## src/rtl/cache_req_arbiter.sv

```systemverilog
// Two-requester round-robin arbiter in front of a single shared cache FSM.
// One request is in flight at a time; the cache result is steered back to its owner.
package cache_req_arbiter_pkg;

    typedef struct packed {
        logic [31:0] addr;
        logic [31:0] data;
        logic        rw;
        logic        valid;
    } cpu_req_type;

    typedef struct packed {
        logic [31:0] data;
        logic        ready;
    } cpu_result_type;

endpackage

module cache_req_arbiter
    import cache_req_arbiter_pkg::*;
#(
    parameter bit          PRIO_RESET  = 1'b0,
    parameter int unsigned HANG_CYCLES = 0
) (
    input  logic           clk,
    input  logic           rst,
    input  cpu_req_type    req0,
    input  cpu_req_type    req1,
    output cpu_result_type res0,
    output cpu_result_type res1,
    output cpu_req_type    cache_req,
    input  cpu_result_type cache_res,
    output logic [1:0]     grant,
    output logic           hang
);

    localparam bit          HANG_EN    = (HANG_CYCLES != 0);
    localparam logic [15:0] HANG_LIMIT = HANG_CYCLES[15:0];

    typedef enum logic {
        IDLE,
        WAIT
    } state_t;

    state_t      state;
    logic        ptr;
    logic [15:0] wait_cnt;

    logic        pick;
    cpu_req_type winner;
    logic [15:0] wait_cnt_next;

    // NOTE: every variable gets a default at the top of always_comb so no path leaves it unassigned (no latch).
    always_comb begin
        pick = 1'b0;
        if (req0.valid && req1.valid) begin
            pick = ptr;
        end else if (req1.valid) begin
            pick = 1'b1;
        end
        winner        = pick ? req1 : req0;
        wait_cnt_next = (wait_cnt == 16'hFFFF) ? wait_cnt : wait_cnt + 16'd1;
    end

    // NOTE: state is updated with non-blocking assignments so every register sees pre-edge values.
    always_ff @(posedge clk) begin
        if (rst) begin
            state     <= IDLE;
            ptr       <= PRIO_RESET;
            cache_req <= '0;
            grant     <= 2'b00;
            wait_cnt  <= '0;
            hang      <= 1'b0;
        end else begin
            case (state)
                IDLE: begin
                    // The selected requester is valid by construction, so its valid bit is forwarded as-is.
                    if (req0.valid || req1.valid) begin
                        cache_req <= winner;
                        grant     <= pick ? 2'b10 : 2'b01;
                        ptr       <= ~pick;
                        wait_cnt  <= '0;
                        state     <= WAIT;
                    end
                end
                WAIT: begin
                    if (cache_res.ready) begin
                        cache_req <= '0;
                        grant     <= 2'b00;
                        state     <= IDLE;
                    end else begin
                        wait_cnt <= wait_cnt_next;
                        if (HANG_EN && (wait_cnt_next == HANG_LIMIT)) begin
                            hang <= 1'b1;
                        end
                    end
                end
                default: state <= IDLE;
            endcase
        end
    end

    // Results are combinational so the owner sees ready in the same cycle the cache raises it.
    always_comb begin
        res0 = '0;
        res1 = '0;
        if ((state == WAIT) && cache_res.ready) begin
            if (grant[0]) begin
                res0.data  = cache_res.data;
                res0.ready = 1'b1;
            end
            if (grant[1]) begin
                res1.data  = cache_res.data;
                res1.ready = 1'b1;
            end
        end
    end

endmodule

```

## config.mk

```make
export PLATFORM = sky130hd
export DESIGN_NAME = cache_req_arbiter
export DESIGN_NICKNAME = d
export VERILOG_FILES = /design/src/rtl/cache_req_arbiter.sv
export SDC_FILE = /design/constraint.sdc
export NUM_CORES = 1
export LEC_CHECK = 0
export CAP_MARGIN = 10
export CORE_AREA = 2 2 118 120
export DETAILED_ROUTE_END_ITERATION = 10
export DIE_AREA = 0 0 120 122
export PLACE_DENSITY = 0.69
export SLEW_MARGIN = 30
export SYNTH_ARGS = -nofsm -noshare
export SYNTH_HDL_FRONTEND = slang
export SYNTH_SLANG_ARGS = --single-unit
```

## constraint.sdc

```tcl
create_clock -name clk -period 2.08 [get_ports clk]
set_clock_uncertainty 0.1 [all_clocks]
set_input_delay 0.208 -clock clk [delete_from_list [all_inputs] [get_ports clk]]
set_output_delay 0.208 -clock clk [all_outputs]
set_load 0.1 [all_outputs]
```

==> results.toml <==
[layout]
drive_gt1_frac = 0.333
area_delta_synth_final_pct = 130
antenna_cells = 0
nets = 846
post-route-util = 0.546

[clock_network]
ctsHoldBuffers = 0
cts_tree = "done"
root_buffer = "clkbuf_16"
clock_path_buffers = 2
cts-htree-levels = 3
cts_setup_buffers = 0
clock_latency_ns = 0.32
clkSinkCount = 70
cts-buffers-inserted = 9
path_clk_slew_ns = 0.06

[yosys]
yosysSeqAreaShare = 0.438
synth_top_cell_area_share = 0.438
synth_flop_cell = "dfxtp_1"
avgSynthCellArea_um2 = 8.21
postSynthCellCount = 390
synthDistinctLibCells = 25
synthXorXnorAreaFrac = 0
synth.area.mux_share = 0.00313
syn_nets = 557
synth_seq_cells = 70
synth_fa_ha_area_frac = 0
synthArstFlopShare = 0
synth_compound_area_frac = 0.274
yosys.area_share.simple = 0.221
ys_warn_count = 0
syn_area_um2 = 3200
synth_top_area_cell = "dfxtp_1"
synth_area_leaders = "dfxtp_1, a22oi_1, and2_1, o21ai_1, nand2_1"
synth_edf_count = 0
synth_top_family_by_area = "compound AO/OA/AOI/OAI gates"

[grt]
grt_pass1_wl_mm = 20.4
grt_pass1_vias = 3966
grt_antenna_before_repair = 0
grt_max_degree = 54
grtUsageTotal = 0.175
grt_overflow = 0

[setup_path]
critPathArrivalTime_ns = 1.55
cp_top_family = "buffers and inverters"
max_stage_delay_ns = 0.51
worstPathCellList = "clkdlybuf4s50_1 -> and3_1 -> buf_12 -> and2_1 -> buf_12"
ff2ff_path_depth = 5
start_kind = "input port"
crit_type = "input port to primary output"
cp-end-kind = "primary output"
crit_cells = 5
crit_required_ns = 1.77
critPathBufInv = 3
critPathSlowestCell = "clkdlybuf4s50_1"
crit_top_cell = "buf_12"
cp_max_fo = 33

[drt]
drt_iter0_drc = 149
via_per_inst = 4.55
wl_per_cell_um = 15.6
drt_wl_total_mm = 13.5
drc = 0
num_vias = 3928
ant_nets = 0
drt_pre_antenna_iters = 4

[power]
clkPwrFrac = 0.337
leakage_uw = 0.00298
switchingPower_uw = 1770
power_density_nw_per_um2 = 664
pwr-share-seq = 0.307
vdd.ir_drop.worst_uv = 302
p_sw_frac = 0.361
intPower_uw = 3130
combinationalPowerShare = 0.356

[sta]
setup_viol = 0
period_needed_ns = 1.86
setup-tns-final_ns = 0
rsz0062_at_grt = "no"
fmax_ghz = 0.539
hold_violations = 0
min_period_over_period = 0.892
slew_violations = 0

[floorplan]
die_x_um = 120
die_y_um = 122
io_pins = 302
die_area_um2 = 14600
fp-row-count = 43
initial_core_util = 0.237
core_area_um2 = 13500

[outcome]
outcome = "finished, final reports clean"

[hold_path]
hold_depth = 2
hold_class = "register to register"

[placement]
io_buffer_count = 300
post-dp-hpwl_mm = 10.9
gp_congestion = 0.778

[run]
drv_cap = 0
-- power groups by stage --
stage,logic (uW),registers (uW),clock network [uW]
after floorplan,398,2220,0
after global routing,1820,1510,1740
after CTS,1760,1500,1690
final,1740,1500,1650
after global placement,1740,1530,0
after detailed placement,1760,1530,0
-- final timing paths --
| kind | from | end | slack, ns |
|---|---|---|---|
| min reg2reg | cache_req[8]$_SDFFE_PP0P_ | cache_req[8]$_SDFFE_PP0P_ | 0.35 |
| max | cache_res[0] | res0[2] | 0.22 |
| max reg2reg | state$_SDFF_PP0_ | cache_req[18]$_SDFFE_PP0P_ | 0.47 |
| min | cache_req[8]$_SDFFE_PP0P_ | cache_req[8]$_SDFFE_PP0P_ | 0.35 |
-- sequential cells by signal (all words and copies together) (netlist names) --
signal / count
cache_req: 66
grant: 2
ptr: 1
state: 1
-- cell type report --
type / instances / area, um2
timing repair buffer: 314 / 3690
sequential: 70 / 1410
tap: 180 / 225
multi-input combinational: 282 / 1720
inverter: 2 / 7.51
fill: 1217 / 6130
clock buffer: 11 / 243
clock inverter: 5 / 82.6
-- tightest hold or removal path, stage by stage (launching register included) --
cell and delay (ns):
dfxtp_1 0.31, nand2_1 0.05, o21ai_1 0.05
-- stage by stage --
step           hold WS [ns]  setup slack [ns]  area (um2)  cells  power, uW
5_1_grt               0.368             0.115        7370    864       5080
4_1_cts               0.350             0.124        7370    864       4950
2_1_floorplan         0.173            0.0330        3310    390       2610
6_report              0.348             0.225        7370    864       4890
3_3_place_gp          0.337             0.159        7040    848       3260
3_5_place_dp          0.343             0.115        7040    848       3280
-- cell usage after synthesis (2+ instances only) --
| cell type | count |
|---|---|
| buf_6 | 6 |
| inv_1 | 2 |
| dfxtp_1 | 70 |
| o21ai_0 | 2 |
| buf_2 | 9 |
| o21ai_1 | 64 |
| a21boi_1 | 2 |
| and3_1 | 2 |
| clkbuf_1 | 17 |
| nor2_1 | 5 |
| a22oi_1 | 66 |
| a21oi_1 | 2 |
| buf_1 | 3 |
| nand2_1 | 66 |
| and2_1 | 64 |
-- layer usage --
| metal | part of all wire | GRT usage | vias up |
|---|---|---|---|
| met5 | 0 | 0 | - |
| met4 | 0.022 | 0.0618 | 0 |
| met3 | 0.063 | 0.0421 | 22 |
| met2 | 0.52 | 0.322 | 155 |
| met1 | 0.39 | 0.197 | 1816 |
| li1 | - | - | 1935 |
-- placed cells by master, fill, tap and decap left out --
cell type        instances
clkbuf_16                9
clkinv_2                 1
nor2_1                   5
a22oi_1                 66
mux2i_1                  1
dfxtp_1                 67
and2_2                  40
and3b_1                  1
or2_2                    1
buf_12                  73
and2_1                   6
dfxtp_2                  3
a311oi_1                 1
or3_1                    1
clkdlybuf4s50_1        166
o21ai_0                  2
bufinv_16                2
buf_4                   75
a21boi_4                 2
nand2_1                 66
clkbuf_8                 1
inv_1                    2
o31ai_1                  1
and2_4                  18
a21oi_4                  1
conb_1                   1
a21oi_1                  2
and3_1                   2
nand2b_1                 1
clkinv_4                 2
clkbuf_1                 1
o21ai_1                 64
-- cells by family after synthesis --
family	count (synthesis)
AOI/OAI and AO/OA	139
buffers and inverters	38
DFF	70
muxes	1
other	1
and+or+nand+nor	141
-- what timing repair did --
item | 4_1_cts | 5_1_grt
resized for setup | 0 | 1
endpoints found under the setup margin | 0 | 1
hold endpoints to repair | 0 | 0
Power figures use the tool's default switching activity.
